## src/rtl/sprite_path_mover_if.sv

```systemverilog
// sprite_path_mover_if: move request, drawer handshake, segment-table load port
// and position/status outputs of sprite_path_mover.
// Teleport endpoints exist only when SPRITE_TELEPORT_EN is defined.
interface sprite_path_mover_if #(
  parameter int X_W     = 9,
  parameter int Y_W     = 8,
  parameter int NUM_SEG = 8
);
  localparam int AW = (NUM_SEG > 1) ? $clog2(NUM_SEG) : 1;

  logic                move;
  logic [1:0]          dir;
  logic                done_bg;
  logic                done_char;
  logic                seg_we;
  logic [AW-1:0]       seg_addr;
  logic                seg_en;
  logic                seg_orient;
  logic signed [X_W:0] seg_k;
  logic [X_W-1:0]      seg_xmin;
  logic [X_W-1:0]      seg_xmax;
  logic [X_W-1:0]      x;
  logic [Y_W-1:0]      y;
  logic                draw_bg;
  logic                draw_char;
  logic                busy;
  logic                blocked;
`ifdef SPRITE_TELEPORT_EN
  logic [X_W-1:0]      tp_src_x;
  logic [Y_W-1:0]      tp_src_y;
  logic [X_W-1:0]      tp_dst_x;
  logic [Y_W-1:0]      tp_dst_y;
`endif

  modport master (
`ifdef SPRITE_TELEPORT_EN
    output tp_src_x, tp_src_y, tp_dst_x, tp_dst_y,
`endif
    output move, dir, done_bg, done_char,
    output seg_we, seg_addr, seg_en, seg_orient, seg_k, seg_xmin, seg_xmax,
    input  x, y, draw_bg, draw_char, busy, blocked
  );

  modport slave (
`ifdef SPRITE_TELEPORT_EN
    input  tp_src_x, tp_src_y, tp_dst_x, tp_dst_y,
`endif
    input  move, dir, done_bg, done_char,
    input  seg_we, seg_addr, seg_en, seg_orient, seg_k, seg_xmin, seg_xmax,
    output x, y, draw_bg, draw_char, busy, blocked
  );
endinterface

```

## src/rtl/sprite_path_mover.sv

```systemverilog
// sprite_path_mover: steps one sprite diagonally along a loadable table of
// 45-degree path segments, one move per divider tick, and sequences the
// erase/redraw requests to the sprite drawer.
// Optional feature macro: SPRITE_TELEPORT_EN (teleport source -> destination).
module sprite_path_mover #(
  parameter int X_W      = 9,
  parameter int Y_W      = 8,
  parameter int X_MAX    = 319,
  parameter int Y_MAX    = 239,
  parameter int NUM_SEG  = 8,
  parameter int STEP     = 1,
  parameter int TICK_DIV = 6250000,
  parameter int START_X  = 95,
  parameter int START_Y  = 221
) (
  input logic               clock,
  input logic               resetn,
  sprite_path_mover_if.slave bus
);
  localparam int CW = X_W + 2;
  localparam int TW = (TICK_DIV > 1) ? $clog2(TICK_DIV) : 1;

  localparam logic signed [CW-1:0] STEP_S = CW'(STEP);
  localparam logic signed [CW-1:0] XMAX_S = CW'(X_MAX);
  localparam logic signed [CW-1:0] YMAX_S = CW'(Y_MAX);

  localparam logic [2:0] S_IDLE      = 3'd0;
  localparam logic [2:0] S_CHECK     = 3'd1;
  localparam logic [2:0] S_ERASE     = 3'd2;
  localparam logic [2:0] S_WAIT_BG   = 3'd3;
  localparam logic [2:0] S_UPDATE    = 3'd4;
  localparam logic [2:0] S_DRAW      = 3'd5;
  localparam logic [2:0] S_WAIT_CHAR = 3'd6;

  logic [2:0]           state;
  logic [TW-1:0]        tick_cnt;
  logic                 tick;
  logic                 accept;
  logic [X_W-1:0]       pos_x;
  logic [Y_W-1:0]       pos_y;
  logic signed [CW-1:0] nxt_x, nxt_y;
  logic signed [CW-1:0] cand_x, cand_y;
  logic [X_W-1:0]       upd_x;
  logic [Y_W-1:0]       upd_y;
  logic                 in_range, on_path, valid;

  logic [NUM_SEG-1:0]   tab_en;
  logic [NUM_SEG-1:0]   tab_orient;
  logic signed [X_W:0]  tab_k    [NUM_SEG];
  logic [X_W-1:0]       tab_xmin [NUM_SEG];
  logic [X_W-1:0]       tab_xmax [NUM_SEG];

  // One axis of a diagonal move: +STEP or -STEP at the widened signed width.
  function automatic logic signed [CW-1:0] step_axis(input logic signed [CW-1:0] p,
                                                     input logic neg);
    return neg ? (p - STEP_S) : (p + STEP_S);
  endfunction

  // Candidate lies on the visible screen.
  function automatic logic coord_ok(input logic signed [CW-1:0] cx,
                                    input logic signed [CW-1:0] cy);
    return (cx >= 0) && (cx <= XMAX_S) && (cy >= 0) && (cy <= YMAX_S);
  endfunction

  // Candidate lies on one segment: inside [xmin,xmax] and on its diagonal line.
  function automatic logic seg_hit(input logic en, input logic orient,
                                   input logic signed [X_W:0] k,
                                   input logic [X_W-1:0] xmin,
                                   input logic [X_W-1:0] xmax,
                                   input logic signed [CW-1:0] cx,
                                   input logic signed [CW-1:0] cy);
    logic signed [CW-1:0] kk;
    logic signed [CW-1:0] line_y;
    kk     = CW'(k);
    line_y = orient ? (kk - cx) : (cx + kk);
    return en && (cx >= $signed(CW'(xmin))) && (cx <= $signed(CW'(xmax))) &&
           (cy == line_y);
  endfunction

  assign tick   = (tick_cnt == TW'(TICK_DIV - 1));
  assign accept = (state == S_IDLE) && bus.move && tick;

  // dir bit0 selects x decrement, bit1 selects y decrement
  assign nxt_x = step_axis($signed(CW'(pos_x)), bus.dir[0]);
  assign nxt_y = step_axis($signed(CW'(pos_y)), bus.dir[1]);

  // Any enabled slot containing the latched candidate makes it walkable.
  always_comb begin
    on_path = 1'b0;
    for (int i = 0; i < NUM_SEG; i++) begin
      on_path = on_path | seg_hit(tab_en[i], tab_orient[i], tab_k[i],
                                  tab_xmin[i], tab_xmax[i], cand_x, cand_y);
    end
  end

  assign in_range = coord_ok(cand_x, cand_y);

`ifdef SPRITE_TELEPORT_EN
  logic tp_hit;
  logic tp_flag;

  assign tp_hit = (cand_x == $signed(CW'(bus.tp_src_x))) &&
                  (cand_y == $signed(CW'(bus.tp_src_y)));

  // Remember a teleport decision from CHECK until the position update consumes it.
  always_ff @(posedge clock or negedge resetn) begin
    if (!resetn)                tp_flag <= 1'b0;
    else if (state == S_CHECK)  tp_flag <= tp_hit;
    else if (state == S_UPDATE) tp_flag <= 1'b0;
  end

  assign valid = tp_hit || (in_range && on_path);
  assign upd_x = tp_flag ? bus.tp_dst_x : cand_x[X_W-1:0];
  assign upd_y = tp_flag ? bus.tp_dst_y : cand_y[Y_W-1:0];
`else
  assign valid = in_range && on_path;
  assign upd_x = cand_x[X_W-1:0];
  assign upd_y = cand_y[Y_W-1:0];
`endif

  // Free-running move-rate divider, keeps counting while the FSM is busy.
  always_ff @(posedge clock or negedge resetn) begin
    if (!resetn)   tick_cnt <= '0;
    else if (tick) tick_cnt <= '0;
    else           tick_cnt <= tick_cnt + TW'(1);
  end

  // Candidate is captured once, when a tick-aligned move leaves IDLE.
  always_ff @(posedge clock) begin
    if (accept) begin
      cand_x <= nxt_x;
      cand_y <= nxt_y;
    end
  end

  // Enables are control state and clear on reset; slot geometry is plain data.
  always_ff @(posedge clock or negedge resetn) begin
    if (!resetn)         tab_en <= '0;
    else if (bus.seg_we) tab_en[bus.seg_addr] <= bus.seg_en;
  end

  // Slot geometry load; visible to CHECK from the cycle after the write.
  always_ff @(posedge clock) begin
    if (bus.seg_we) begin
      tab_orient[bus.seg_addr] <= bus.seg_orient;
      tab_k[bus.seg_addr]      <= bus.seg_k;
      tab_xmin[bus.seg_addr]   <= bus.seg_xmin;
      tab_xmax[bus.seg_addr]   <= bus.seg_xmax;
    end
  end

  // Move sequencer; position changes only in UPDATE so erase uses the old spot.
  always_ff @(posedge clock or negedge resetn) begin
    if (!resetn) begin
      state <= S_IDLE;
      pos_x <= X_W'(START_X);
      pos_y <= Y_W'(START_Y);
    end else begin
      case (state)
        S_IDLE:      if (accept) state <= S_CHECK;
        S_CHECK:     state <= valid ? S_ERASE : S_IDLE;
        S_ERASE:     state <= S_WAIT_BG;
        S_WAIT_BG:   if (bus.done_bg) state <= S_UPDATE;
        S_UPDATE: begin
          state <= S_DRAW;
          pos_x <= upd_x;
          pos_y <= upd_y;
        end
        S_DRAW:      state <= S_WAIT_CHAR;
        S_WAIT_CHAR: if (bus.done_char) state <= S_IDLE;
        default:     state <= S_IDLE;
      endcase
    end
  end

  assign bus.x         = pos_x;
  assign bus.y         = pos_y;
  assign bus.draw_bg   = (state == S_ERASE) || (state == S_WAIT_BG);
  assign bus.draw_char = (state == S_DRAW)  || (state == S_WAIT_CHAR);
  assign bus.busy      = (state != S_IDLE);
  assign bus.blocked   = (state == S_CHECK) && !valid;
endmodule

```

## src/flat_wrapper.sv

```systemverilog
// flat-port wrapper written by rule: the top's interface ports become plain ports
module sprite_path_mover_flat 
#(
  parameter int X_W      = 9,
  parameter int Y_W      = 8,
  parameter int X_MAX    = 319,
  parameter int Y_MAX    = 239,
  parameter int NUM_SEG  = 8,
  parameter int STEP     = 1,
  parameter int TICK_DIV = 6250000,
  parameter int START_X  = 95,
  parameter int START_Y  = 221
)
  (clock, resetn, bus_move, bus_dir, bus_done_bg, bus_done_char, bus_seg_we, bus_seg_addr, bus_seg_en, bus_seg_orient, bus_seg_k, bus_seg_xmin, bus_seg_xmax, bus_x, bus_y, bus_draw_bg, bus_draw_char, bus_busy, bus_blocked);
  sprite_path_mover_if #(.X_W(X_W), .Y_W(Y_W), .NUM_SEG(NUM_SEG)) bus_i ();
  input logic clock;
  input logic resetn;
  input wire logic [$bits(bus_i.move)-1:0] bus_move;
  input wire logic [$bits(bus_i.dir)-1:0] bus_dir;
  input wire logic [$bits(bus_i.done_bg)-1:0] bus_done_bg;
  input wire logic [$bits(bus_i.done_char)-1:0] bus_done_char;
  input wire logic [$bits(bus_i.seg_we)-1:0] bus_seg_we;
  input wire logic [$bits(bus_i.seg_addr)-1:0] bus_seg_addr;
  input wire logic [$bits(bus_i.seg_en)-1:0] bus_seg_en;
  input wire logic [$bits(bus_i.seg_orient)-1:0] bus_seg_orient;
  input wire logic [$bits(bus_i.seg_k)-1:0] bus_seg_k;
  input wire logic [$bits(bus_i.seg_xmin)-1:0] bus_seg_xmin;
  input wire logic [$bits(bus_i.seg_xmax)-1:0] bus_seg_xmax;
  output wire logic [$bits(bus_i.x)-1:0] bus_x;
  output wire logic [$bits(bus_i.y)-1:0] bus_y;
  output wire logic [$bits(bus_i.draw_bg)-1:0] bus_draw_bg;
  output wire logic [$bits(bus_i.draw_char)-1:0] bus_draw_char;
  output wire logic [$bits(bus_i.busy)-1:0] bus_busy;
  output wire logic [$bits(bus_i.blocked)-1:0] bus_blocked;
  assign bus_i.move = bus_move;
  assign bus_i.dir = bus_dir;
  assign bus_i.done_bg = bus_done_bg;
  assign bus_i.done_char = bus_done_char;
  assign bus_i.seg_we = bus_seg_we;
  assign bus_i.seg_addr = bus_seg_addr;
  assign bus_i.seg_en = bus_seg_en;
  assign bus_i.seg_orient = bus_seg_orient;
  assign bus_i.seg_k = bus_seg_k;
  assign bus_i.seg_xmin = bus_seg_xmin;
  assign bus_i.seg_xmax = bus_seg_xmax;
  assign bus_x = bus_i.x;
  assign bus_y = bus_i.y;
  assign bus_draw_bg = bus_i.draw_bg;
  assign bus_draw_char = bus_i.draw_char;
  assign bus_busy = bus_i.busy;
  assign bus_blocked = bus_i.blocked;
  sprite_path_mover #(.X_W(X_W), .Y_W(Y_W), .X_MAX(X_MAX), .Y_MAX(Y_MAX), .NUM_SEG(NUM_SEG), .STEP(STEP), .TICK_DIV(TICK_DIV), .START_X(START_X), .START_Y(START_Y)) u_core (.clock(clock), .resetn(resetn), .bus(bus_i));
endmodule
```

## config.mk

```make
export PLATFORM = sky130hd
export DESIGN_NAME = sprite_path_mover_flat
export DESIGN_NICKNAME = d
export VERILOG_FILES = /design/src/rtl/sprite_path_mover_if.sv /design/src/rtl/sprite_path_mover.sv /design/src/flat_wrapper.sv
export SDC_FILE = /design/constraint.sdc
export NUM_CORES = 1
export LEC_CHECK = 0
export ABC_AREA = 1
export BUFFER_PORTS_ARGS = -buffer_cell sky130_fd_sc_hd__buf_2
export CORE_MARGIN = 1.5
export CORE_UTILIZATION = 40
export DETAILED_ROUTE_END_ITERATION = 10
export GPL_TIMING_DRIVEN = 1
export SLEW_MARGIN = 20
export SYNTH_ARGS = -nofsm -noshare
export SYNTH_HDL_FRONTEND = slang
export SYNTH_SLANG_ARGS = --single-unit
```

## constraint.sdc

```tcl
create_clock -name clock -period 5.7 [get_ports clock]
set_input_delay 0.285 -clock clock [delete_from_list [all_inputs] [get_ports clock]]
set_output_delay 0.285 -clock clock [all_outputs]
set_load 0.02 [all_outputs]
```

==> results.cfg, run 1 <==
[outcome]
outcome = finished clean

[global_routing]
grt_pass1_vias = 16953
grt_antenna_before_repair = 1
grt_pass1_wl_mm = 97.4
grt_max_degree = 52
grt_overflow = 0
grt_usage_pct = 24.0

[sta]
rsz0062_at_grt = no
fin_crit_ns = 5.18
fin_setup_tns_ns = 0
fin_skew_ns = 0.00796
slew_headroom_pct = 30.1
fmax_ghz = 0.193
hold_viol_final = 0
slew_violations = 0
tightest_slew_ns = 1.05
setup_violations = 0
period_share_pct = 90.9

[power]
peakVddDrop_mv = 0.270
p_int_uw = 4180
p_sw_share_pct = 23.9
power.leakage_uw = 0.0109
p_clk_share_pct = 45.7
cellPowerDensity_nw_per_um2 = 232
combPwrFrac_pct = 8.8
p_seq_share_pct = 45.5
p_switching_uw = 1320
fin_total_pwr_uw = 5500

[setup_path]
endpoint_kind = output pin
startpoint_type = flop
worstPathMaxFanout = 9
cp_data_arrival_time_ns = 4.90
critPathKind = flop to output pin
required_ns = 5.41

[logic_synthesis]
synth-seq-cells = 304
synthCells = 2496
synthArstFlopShare_pct = 16.8
syn_area_um2 = 21000
yosysWarnings = 0
yosysMostFrequentCell = nand2_1
syn_avg_cell_area_um2 = 8.43
yosys.area.top_type_share_pct = 36.1
synth_area_leaders = edfxtp_1 36%, ha_1 14%, nand2_1 10%
synth_seq_area_share_pct = 42.3
synth_edf_count = 253
syn_nets = 2776
synth_commonest_cells = 580 x nand2_1, 362 x inv_1, 253 x edfxtp_1
synth_top_area_cell = edfxtp_1
synthFlopType = edfxtp_1
ys_types = 55

[detailed_routing]
post-route-drc-count = 0
drt_iter0_drc = 1547
post_drt_via_cell_ratio = 5.38
dr_total_vias = 17768
drtAntennaViolNets = 0
drt_pass1_iterations = 6
wl_mm = 64.4
wl_per_cell_um = 19.5

[placed_design]
gp_congestion = 0.947
portBuffers = 61
place_hpwl_mm = 44.1
place_area_um2 = 22300

[die]
io_pins = 62
die_x_um = 232
die_area_um2 = 54000
row_count = 83
core-area_um2 = 51600
initial_core_util_pct = 40.7
fp.dieH_um = 232

[clocking]
cts_buffers = 38
clk_transition_reported_paths_ns = 0.06
cts_root_buf = clkbuf_16
clock_sinks = 304
clockBufferDepth = 3
clk-insertion-delay-late_ns = 0.56
cts_tree = built
htreeDepth = 2

[finish]
multiInputGateArea_um2 = 10600
nNetsFinal = 2873
regArea_um2 = 8890
num_antenna_cells = 0
finalInstanceArea_um2 = 23700
syn2layout_area_growth_pct = 12.8
drive_gt1_share_pct = 8.43
n_fill_cell = 5008

[flow_run]
cap_violations = 0

[hold_path]
hold_path_class = primary input to flop
## worst max-delay path, stage by stage, from the launching register on
cell and delay (ns):
edfxtp_1 0.54, nor3_1 0.36, nand3_1 0.17, nor2_1 0.16
inv_1 0.10, o21ai_0 0.15, o21ai_1 0.08, buf_4 0.21
nand2_1 0.07, o21ai_0 0.11, ha_1 0.38, inv_1 0.07
o21ai_0 0.16, inv_1 0.09, nor2_1 0.09, nor2_1 0.05
nand3b_1 0.11, inv_1 0.06, nand3_1 0.11, nand2_1 0.08
nand2_1 0.06, a21oi_1 0.07, nand3_1 0.18, nand4_1 0.18
o21bai_2 0.31, nand2_1 0.12, nor2_1 0.10, buf_2 0.17
## registers in the layout (all words and copies together), names as in the netlist, 9 cells and up
register and count:
u_core.tab_k 80, u_core.tab_xmax 72, u_core.tab_xmin 72, u_core.tick_cnt 23, u_core.cand_x 11, u_core.cand_y 10, u_core.bus.x 9
## worst paths after layout
path | from | to | slack, ns | depth (start not counted)
setup / recovery | u_core.cand_x[1] | bus_blocked | 0.52 | 27
hold / removal | bus_seg_xmax[2] | u_core.tab_xmax[1][2] | 0.05 | 1
setup reg to reg | u_core.cand_x[1] | u_core.state[1] | 1.35 | 27
hold reg to reg | u_core.tick_cnt[6] | u_core.tick_cnt[6] | 0.50 | 1
max in group asynchronous | resetn | u_core.state[2] | 4.74 | 3
min in group asynchronous | resetn | u_core.tab_en[2] | 0.42 | 3
## layer usage
metal	share of wire, %	global-route usage [%]
met5	0	0
met2	45	38.2
met1	45	33.0
met3	7.5	4.10
met4	3.0	7.89
## power by group through the flow
stage          registers, µW  logic, µW  clock network (µW)
6_report                2500        483                2510
5_1_grt                 2510        548                2640
4_1_cts                 2500        478                2560
3_5_place_dp            2550        474                   0
3_3_place_gp            2550        465                   0
2_1_floorplan           2540        319                   0
## cells by family (layout without fill, tap and decap cells)
kind of cell | Yosys count | count (layout) | share of synthesized area (%)
mux | 2 | 2 | 0.107
fa+ha+maj | 239 | 239 | 14.5
xor+xnor | 74 | 74 | 3.08
flops | 304 | 304 | 42.3
simple gates | 1100 | 1100 | 23.0
compound gates | 358 | 358 | 9.44
buf+inv | 419 | 544 | 7.62
## timing repair
item	4_1_cts	5_1_grt
hold buffers	1	0
resized for setup	0	3
endpoints found under the hold margin	39	0
setup buffers	0	2
setup endpoints to repair	0	1
## layout by cell type, fill, tap and decap left out, types with 6 or more instances in the layout
master     count
nor2_2        11
clkinv_1      16
inv_2          6
nand3_1      189
nor2_1       168
fa_1           8
nor3_1        35
nor4_1        13
o21bai_1       7
xnor2_1       16
xor2_1        57
buf_2         61
clkbuf_1       6
dfstp_2       12
o21ai_0      163
clkinv_2       6
nand2_2        6
dfrtp_1       39
nand2_1      577
o31ai_1        6
ha_1         231
a21oi_1      121
inv_1        362
nand4_1       49
o211ai_1      10
nor2_4        11
a31oi_1        8
edfxtp_1     253
a211oi_1      14
nand3b_1      22
buf_4         31
clkbuf_16     39
## cell type report
cell class | count | area share (%)
repair buffers | 97 | 2.74
clock buffers | 50 | 4.50
well taps | 680 | 3.59
clock inverters | 18 | 0.902
flip-flops and latches | 304 | 37.5
multi-input cells | 1773 | 44.8
inverters | 379 | 6.00
## metrics by stage
| step | hold WS (ns) | instances | worst slack, ns | utilization (%) |
|---|---|---|---|---|
| 2_1_floorplan | -0.0106 | 2496 | 1.79 | - |
| 3_3_place_gp | 0.480 | 3226 | 0.823 | 43.2 |
| 3_5_place_dp | 0.487 | 3227 | 0.809 | 43.2 |
| 4_1_cts | 0.0332 | 3296 | 0.197 | 45.7 |
| 5_1_grt | 0.0512 | 3301 | 0.156 | 46.0 |
| 6_report | 0.0514 | 3301 | 0.518 | 46.0 |
Note: power is estimated with default switching activity, not from simulation.
==> run 2, diff against run 1 <==
--- a/config.mk
+++ b/config.mk
@@ -8,7 +8,7 @@
 export ABC_AREA = 1
 export BUFFER_PORTS_ARGS = -buffer_cell sky130_fd_sc_hd__buf_2
 export CORE_MARGIN = 1.5
-export CORE_UTILIZATION = 40
+export CORE_UTILIZATION = 35
 export DETAILED_ROUTE_END_ITERATION = 10
 export GPL_TIMING_DRIVEN = 1
 export SLEW_MARGIN = 20
==> run 2 against run 1 <==
Global-route usage down 2.9 points. The run now ends with design-rule violations left. First-iteration DRC count down 20%. Largest power group is now sequential cells. Maximum frequency down 3.2%. Die area up 14%. Sequential share of layout area up 0.13 points. Worst hold slack worse by 0.0059 ns. Power down 5.5%. Utilization down 6.1 points. Routed wire length up 0.85%. Flip-flop and latch count unchanged.
==> results.cfg, run 2 (synthesis results as in run 1) <==
[power]
cellPowerDensity_nw_per_um2 = 220
p_seq_share_pct = 48.2
p_sw_share_pct = 24.9
p_int_uw = 3900
power.leakage_uw = 0.0108
combPwrFrac_pct = 9.3
p_switching_uw = 1290
peakVddDrop_mv = 0.162
p_clk_share_pct = 42.5
fin_total_pwr_uw = 5190

[sta]
rsz0062_at_grt = no
period_share_pct = 93.9
fin_skew_ns = 0.0131
slew_headroom_pct = 28.0
tightest_slew_ns = 1.08
slew_violations = 0
fin_setup_tns_ns = 0
fmax_ghz = 0.187
hold_viol_final = 0
setup_violations = 0
fin_crit_ns = 5.35

[global_routing]
met1_usage_pct = 28.3
grt_usage_pct = 21.1
grt_antenna_before_repair = 1
met3_usage_pct = 3.26
grt_pass1_wl_mm = 97.9
use_met2_pct = 34.2
grt_overflow = 0
grt_pass1_vias = 17072
top_usage_layer = met2
grt_max_degree = 52

[hold_path]
hold_path_class = primary input to flop

[setup_path]
cp_data_arrival_time_ns = 5.07
required_ns = 5.41
critPathKind = flop to output pin
startpoint_type = flop
endpoint_kind = output pin
worstPathMaxFanout = 8

[die]
row_count = 89
io_pins = 62
core-area_um2 = 59200
die_x_um = 248
fp.dieH_um = 248
initial_core_util_pct = 35.5
die_area_um2 = 61600

[outcome]
outcome = complete, but fails checks
violations = design-rule violations

[placed_design]
place_area_um2 = 22400
gp_congestion = 0.929
place_hpwl_mm = 44.4
portBuffers = 61

[finish]
regMostFlops = u_core.tab_k
nNetsFinal = 2867
syn2layout_area_growth_pct = 12.4
final_cell_mix = 578 x nand2_1, 361 x inv_1, 253 x edfxtp_1
layout_commonest_cell = nand2_1
largest_register_ffs = 80
drive_gt1_share_pct = 8.19
finalInstanceArea_um2 = 23600
largestRegisters = u_core.tab_k x80, u_core.tab_xmax x72, u_core.tab_xmin x72

[clocking]
cts_buffers = 36
clk_transition_reported_paths_ns = 0.07
clockBufferDepth = 3
cts_tree = built
htreeDepth = 2
clk-insertion-delay-late_ns = 0.55
clock_sinks = 304
cts_root_buf = clkbuf_16

[detailed_routing]
drt_pass1_iterations = 8
drt_iter0_drc = 1242
post_drt_via_cell_ratio = 5.26
dr_total_vias = 17818
drtAntennaViolNets = 0
post-route-drc-count = 4
wl_mm = 65.0
wl_per_cell_um = 19.2

[flow_run]
cap_violations = 0
[run 2: cell count changes in the layout (fill, tap and decap cells not counted), sizes merged]
cell	before	now
clkbuf	50	51
diode	0	2
buf	96	92
bufinv	5	1
clkinv	22	21
clkinvlp	1	2
[run 2: worst paths after layout]
check	startpoint	to	slack [ns]	cells after the start
min	bus_seg_xmax[7]	u_core.tab_xmax[7][7]	0.05	1
min reg2reg	u_core.tick_cnt[6]	u_core.tick_cnt[6]	0.50	1
max reg2reg	u_core.cand_x[1]	u_core.state[1]	1.20	22
max	u_core.cand_x[1]	bus_blocked	0.35	22
min in group asynchronous	resetn	u_core.tab_en[5]	0.42	3
max in group asynchronous	resetn	u_core.tab_en[0]	4.75	3
[run 2: final cells by class]
cell class	instances	area, µm²
clock buffers	51	987
multi-input cells	1773	10600
clock inverters	14	111
fillers	5948	35600
flip-flops and latches	304	8890
inverters	379	1420
repair buffers	93	608
diodes	2	5.00
well taps	773	967
[run 2: worst max-delay path, cell delays in order, from the launching register on]
cell and delay (ns):
edfxtp_1 0.59, inv_2 0.26, ha_2 0.32, nand3_2 0.17, o21ai_0 0.23, nand2_2 0.25, nand2_1 0.11, o21ai_0 0.10
ha_1 0.41, inv_1 0.12, nor3_1 0.27, nand3_1 0.11, nand4_1 0.13, xor2_1 0.22, nor2_1 0.06, nor2_1 0.12
nor2_1 0.05, a21oi_1 0.22, nand2_1 0.10, o21bai_2 0.29, nand2_1 0.12, nor2_1 0.10, buf_2 0.17
[run 2: per-layer routing]
layer | wire length, µm | part of all wire [%]
met4 | 2350 | 3.6
met5 | 0 | 0
met2 | 29300 | 45
met1 | 28900 | 44
met3 | 4420 | 6.8
[run 2: through the flow]
stage	setup slack (ns)	hold slack, ns	utilization (%)	instances
floorplan	1.79	-0.0106	-	2496
global placement	0.616	0.473	37.8	3316
detailed placement	0.747	0.478	37.9	3317
CTS	0.142	0.0251	39.7	3383
global route	0.0216	0.0390	39.9	3387
finish	0.347	0.0455	39.9	3389
[run 2: repair_timing]
action / 4_1_cts / 5_1_grt
setup endpoints to repair: 0 / 1
endpoints found under the hold margin: 39 / 0
hold buffers: 1 / 0
buffers inserted: 0 / 2
resized for setup: 0 / 6
[run 2: power groups by stage]
stage / clock [µW] / combinational, µW / sequential [µW]
after global routing: 2330 / 547 / 2510
after floorplan: 0 / 319 / 2540
after detailed placement: 0 / 475 / 2550
after global placement: 0 / 465 / 2550
after CTS: 2250 / 479 / 2500
final: 2210 / 484 / 2500
